File: src/rtl/stream_decipher.sv
// stream_decipher: byte-stream XOR decipher driven by an 8-bit LFSR keystream.
// One-deep output register with valid/ready handshake; keystream only
// advances when a ciphertext byte is actually accepted.
module stream_decipher (
    input  logic        clk,
    input  logic        rst_n,
    input  logic        load_seed,
    input  logic [7:0]  seed_in,
    input  logic        in_valid,
    input  logic [7:0]  in_data,
    output logic        in_ready,
    output logic        out_valid,
    output logic [7:0]  out_data,
    input  logic        out_ready,
    output logic        seeded,
    output logic [15:0] byte_count
);

    typedef enum logic {
        UNSEEDED = 1'b0,
        RUN      = 1'b1
    } state_t;

    state_t      r_state;
    state_t      w_state_nxt;
    logic [7:0]  r_lfsr;
    logic [7:0]  r_out_data;
    logic        r_out_valid;
    logic [15:0] r_byte_count;
    logic        w_in_ready;
    logic        w_accept;

    // Next keystream byte: shift left, feedback from taps 7,5,4,3.
    function automatic logic [7:0] lfsr_step(input logic [7:0] cur);
        return {cur[6:0], cur[7] ^ cur[5] ^ cur[4] ^ cur[3]};
    endfunction

    // A zero seed would lock the LFSR, so it is replaced by 0x01.
    function automatic logic [7:0] seed_fix(input logic [7:0] sd);
        return (sd == 8'h00) ? 8'h01 : sd;
    endfunction

    // Accept only when running, not re-seeding, and the output slot is free
    // or being drained this cycle.
    assign w_in_ready = (r_state == RUN) && !load_seed && (!r_out_valid || out_ready);
    assign w_accept   = in_valid && w_in_ready;

    // FSM state register.
    always_ff @(posedge clk or negedge rst_n) begin
        if (!rst_n) begin
            r_state <= UNSEEDED;
        end else begin
            r_state <= w_state_nxt;
        end
    end

    // FSM next state: any seed load moves to (or stays in) RUN.
    always_comb begin
        w_state_nxt = r_state;
        if (load_seed) begin
            w_state_nxt = RUN;
        end
    end

    // Datapath: seed load has priority, then input accept, then output drain.
    always_ff @(posedge clk or negedge rst_n) begin
        if (!rst_n) begin
            r_lfsr       <= 8'h01;
            r_out_data   <= 8'h00;
            r_out_valid  <= 1'b0;
            r_byte_count <= 16'h0000;
        end else if (load_seed) begin
            r_lfsr       <= seed_fix(seed_in);
            r_out_valid  <= 1'b0;
            r_byte_count <= 16'h0000;
        end else if (w_accept) begin
            r_out_data   <= in_data ^ r_lfsr;
            r_out_valid  <= 1'b1;
            r_lfsr       <= lfsr_step(r_lfsr);
            r_byte_count <= r_byte_count + 16'd1;
        end else if (r_out_valid && out_ready) begin
            r_out_valid  <= 1'b0;
        end
    end

    assign in_ready   = w_in_ready;
    assign out_valid  = r_out_valid;
    assign out_data   = r_out_data;
    assign seeded     = (r_state == RUN);
    assign byte_count = r_byte_count;

endmodule

File: config.mk
export PLATFORM = sky130hd
export DESIGN_NAME = stream_decipher
export DESIGN_NICKNAME = d
export VERILOG_FILES = /design/src/rtl/stream_decipher.sv
export SDC_FILE = /design/constraint.sdc
export NUM_CORES = 1
export LEC_CHECK = 0
export CORE_ASPECT_RATIO = 0.7
export CORE_MARGIN = 2
export CORE_UTILIZATION = 40
export CTS_CLUSTER_SIZE = 25
export DETAILED_ROUTE_END_ITERATION = 6
export DONT_BUFFER_PORTS = 1
export PLACE_DENSITY_LB_ADDON = 0.12
export SYNTH_ARGS = -nofsm -noshare
export SYNTH_HDL_FRONTEND = slang
export SYNTH_SLANG_ARGS = --single-unit
File: constraint.sdc
create_clock -name clk -period 2 [get_ports clk]
set_input_delay 0.4 -clock clk [delete_from_list [all_inputs] [get_ports clk]]
set_output_delay 0.4 -clock clk [all_outputs]
set_load 0.02 [all_outputs]
# [Word level (Yosys, flattened, before mapping)]
# Index checks and enable logic that the tools add are counted.
[totals] reg_bits=34 output_inout_bits=27 input_bits=21 elab_cells=30
[op_classes] add_sub_neg=1 n_reduce_logical=11 bitwise_logic=5 mux=8
[ops] cell="2-to-1 mux 16 bit" count=2
[ops] cell="2-to-1 mux 8 bit" count=3
[ops] cell="adder 16 x 1 -> 16 bit, second input constant" count=1
[ops] cell="logical NOT 8 bit" count=1
[ops] cell="XOR 8 bit" count=1
[ops] cell="logical AND 1 bit" count=4
[ops] cell="2-to-1 mux 1 bit" count=3
[ops] cell="nonzero test 3 bit" count=1
[ops] cell="XOR 1 bit" count=3
[ops] cell="logical NOT 1 bit" count=2
[ops] cell="AND reduction 2 bit" count=1
[ops] cell="nonzero test 2 bit" count=1
[ops] cell="logical OR 1 bit" count=1
[ops] cell="NOT 1 bit" count=1

# [Logic depth before layout (Yosys ltp)]
[depth] ltp_word=6 depth_mapped=6 ltp_nobuf=5

# [Worst setup path before layout]
# Ideal clock, no wire load.
[synth_path] kind="register -> register" start="reg r_state, in the netlist seeded" end="reg r_byte_count[11], in the netlist byte_count[11]" path_slack_ns=0.237 setup_ns=0.078 period_less_slack_ns=1.763 required_time_ns=1.922 path_stages_with_launch=5 t_arrival_ns=1.684 path_cell_list="dfrtp_1 > nor2b_1 > nand3_2 > or4_2 > a21oi_1"
[synth_via] elab_chain_len=4
[synth_lines] element="from (decl)" line="24" rtl="state_t r_state;"
[synth_lines] element="from (signal assigned)" line="53" rtl="r_state <= w_state_nxt;"
[synth_lines] element="logical AND 1 bit (2 in series)" line="45" rtl="assign w_in_ready = (r_state == RUN) && !load_seed && (!r_out_valid || out_ready);"
[synth_lines] element="logical AND 1 bit" line="46" rtl="assign w_accept = in_valid && w_in_ready;"
[synth_lines] element="nonzero test 2 bit (no source line)"
[synth_lines] element="to (signal assigned)" line="80" rtl="r_byte_count <= r_byte_count + 16'd1;"
[synth_lines] element="to (decl)" line="29" rtl="logic [15:0] r_byte_count;"
# No other way between the ends.
# A chain may end at the register's enable or synchronous reset.

# [Worst setup path after layout]
[layout_path] start="reg r_out_valid, in the netlist out_valid" end="reg r_byte_count[10], in the netlist byte_count[10]"
[layout_via] elab_chain_len=5
[layout_lines] element="from (decl)" line="28" rtl="logic r_out_valid;"
[layout_lines] element="from (signal assigned)" line="70" rtl="r_out_valid <= 1'b0;"
[layout_lines] element="from (signal assigned)" line="74" rtl="r_out_valid <= 1'b0;"
[layout_lines] element="from (signal assigned)" line="78" rtl="r_out_valid <= 1'b1;"
[layout_lines] element="logical NOT 1 bit" line="45"
[layout_lines] element="logical OR 1 bit" line="45"
[layout_lines] element="logical AND 1 bit" line="45"
[layout_lines] element="logical AND 1 bit" line="46"
[layout_lines] element="nonzero test 2 bit (no source line)"
# No other way between the ends.

==> impl_metrics.toml <==
[outcome]
status = "complete, no violations"

[sta]
finalSetupTns_ns = 0
relSlewSlack_pct = 60.3
layout_min_cycle_time_ns = 1.80
skew_ns = 0.00526
period_share_pct = 90.2
hold_viol = 0
finalSetupViolCount = 0
setup_slack_ns = 0.196
rsz0062_at_grt = "false"
max_freq_ghz = 0.554
max_slew.worst_pin.slew_ns = 0.592
whs_ns = 0.176
drv_slew = 0

[routing]
wl_per_cell_um = 16.3
met2_length_mm = 1.65
routed_wl_mm = 3.86
vias = 1341
viasPerCell = 5.66
drt_iter0_drc = 72
drtAntennaViolNets = 0
drc = 0
wl_met1_mm = 1.79
wl_met3_um = 329
dr.max_layer_used = "met4"
first_pass_iters = 4

[synthesis]
synthTopCellsByCount = "dfrtp_1, nand2_1, o21ai_0"
yosys.area_share.simple_pct = 22.6
synth_edf_count = 0
synth-seq-area-share_pct = 50.6
synth_flop_cell = "dfrtp_1"
synth-async-reset-ratio_pct = 100
synth.net_count = 192
synthCells = 170
synth_compound_area_share_pct = 12.8
ys_top_cells_by_area = "dfrtp_1, xnor2_1, nand2_1, o21ai_0, o31ai_1"
synthXorXnorAreaFrac_pct = 8.31
synth_cell_type_count = 35
yosysMostFrequentCell = "dfrtp_1"
synth_area_leader_cell = "dfrtp_1"
synth_area_um2 = 1690
synthAdderAreaFrac_pct = 0.742
ys_seq_elements = 34
muxShareOfSynthArea_pct = 2.45
synth_top_family_by_area = "simple AND/OR/NAND/NOR gates"
syn_avg_cell_area_um2 = 9.91
synth_top_cell_area_share_pct = 49.0
synth_warnings = 0

[placement]
place_congestion = 0.771
dp_worst_setup_slack_ns = 0.191
dp.final_hpwl_mm = 2.72
io_buffers = 0

[critical_path]
cp-endpoint = "byte_count[10]$_DFFE_PN0P_"
cp_cell_sequence = "nand2b_1 -> nand3_2 -> or4_1 -> a21oi_1"
arrival_ns = 2.02
crit_path_max_incr_delay_ns = 0.57
cp_slowest_cell = "or4_1"
crit_family = "simple AND/OR/NAND/NOR gates"
worstReg2RegStart = "out_valid$_DFFE_PN0P_"
r2r_cells = 4
r2r_end = "byte_count[10]$_DFFE_PN0P_"
worstSetupStartpoint = "out_valid$_DFFE_PN0P_"
r2r_slack_ns = 0.20
crit_path_max_fanout = 15
endpoint_kind = "register"
cp.depth = 4
crit_required_ns = 2.22
critPathLaunchType = "register"
worst-path-buf-inv = 0
path_class = "register to register"

[clock_tree]
clock_latency_ns = 0.29
clk_pin_slew_ns = 0.07
clockBufferDepth = 2
numCtsBuffers = 5
cts_tree = "done"
post_cts_buffers = 0
htree_levels = 2
cts_sinks = 34
clockRootBuffer = "clkbuf_8"

[layout]
nNetsFinal = 206
synthToLayoutAreaGrowth_pct = 14.2
drive_gt1_share_pct = 15.1
n_fill_cell = 370
diodes = 0
seq_area_um2 = 852
multi_input_comb_area_um2 = 792

[die]
initial_core_util_pct = 42.2
core_um2 = 3990
fp-row-count = 19
die-area_um2 = 4760
fp.dieH_um = 58.3
ioPinCount = 48
die_x_um = 81.6

[power_and_ir_drop]
leakagePower_nw = 0.802
vdd_drop_max_uv = 397
powerDensity_nw_per_um2 = 782

[global_routing]
grt_overflow = 0
grt_pass1_vias = 1274
antenna_found_initial = 0
gr-usage-all-layers_pct = 17.5
grt_first_pass_wirelength_mm = 6.21
grt_max_degree = 35

[flow_run]
cap_viol_max_count = 0

[worst_hold_path]
hp-class = "primary input to register"
how the worst min path moves through the flow:
stage                     slack [ns]                         end  cells after the start       from
after global routing            0.16  byte_count[14]$_DFFE_PN0P_                      1  load_seed
after CTS                       0.16  byte_count[14]$_DFFE_PN0P_                      1  load_seed
after global placement          0.11   byte_count[4]$_DFFE_PN0P_                      0      rst_n
final                           0.18   byte_count[3]$_DFFE_PN0P_                      1  load_seed
after detailed placement        0.11   byte_count[4]$_DFFE_PN0P_                      0      rst_n
after floorplan                 0.10   byte_count[0]$_DFFE_PN0P_                      0      rst_n
flip-flops by register name, indices dropped and copies added, names as in the netlist:
| name | flops |
|---|---|
| seeded | 1 |
| out_valid | 1 |
| byte_count | 16 |
| out_data | 8 |
| r_lfsr | 8 |
routing by layer:
layer  up-vias  GRT usage [%]
li1        635              -
met1       641           23.3
met2        52           24.7
met3        13           7.52
met4         0           8.33
met5         -              0
area by class of cell:
| cell class | instances | area share (%) |
|---|---|---|
| Timing Repair Buffer | 15 | 6.63 |
| Tap cell | 52 | 3.38 |
| Inverter | 2 | 0.390 |
| Multi-Input combinational cell | 126 | 41.2 |
| Clock buffer | 8 | 4.16 |
| Sequential cell | 34 | 44.3 |
per-stage QoR:
step                util (%)  total power [mW]  instance area [um2]  instances
floorplan                  -             0.970                 1690        170
global placement        45.4             0.999                 1810        227
detailed placement      45.4              1.01                 1810        227
CTS                     48.2              1.52                 1920        237
global route            48.2              1.59                 1920        237
finish                  48.2              1.50                 1920        237
repair_timing:
item                                    in CTS  in global routing
gates resized for setup                      0                  0
endpoints found under the setup margin       0                  0
endpoints found under the hold margin       34                  0
hold buffers                                 2                  0
kinds of logic (layout without fill, tap and decap cells):
logic type / after synthesis / count (layout)
buffers and inverters: 10 / 25
AND/OR/NAND/NOR: 68 / 68
XOR/XNOR: 16 / 16
adder cells (fa/ha/maj): 1 / 1
AO/OA/AOI/OAI: 37 / 37
flip-flops: 34 / 34
multiplexers: 4 / 4
power breakdown:
| group | switching (mW) | internal [mW] |
|---|---|---|
| sequential | 0.100 | 0.750 |
| clock | 0.248 | 0.247 |
| combinational | 0.0854 | 0.0735 |
cells in the final DEF (no fill, tap or decap), types with 6 or more instances in the layout:
cell	synthesis	final
dfrtp_1	33	33
nand2_1	27	27
o21ai_0	16	16
buf_4	0	13
xnor2_1	12	12
a21oi_1	8	8
nor2_1	7	7
o31ai_1	7	7
or4_1	6	6
No activity file was read; power rests on OpenSTA's default activity.
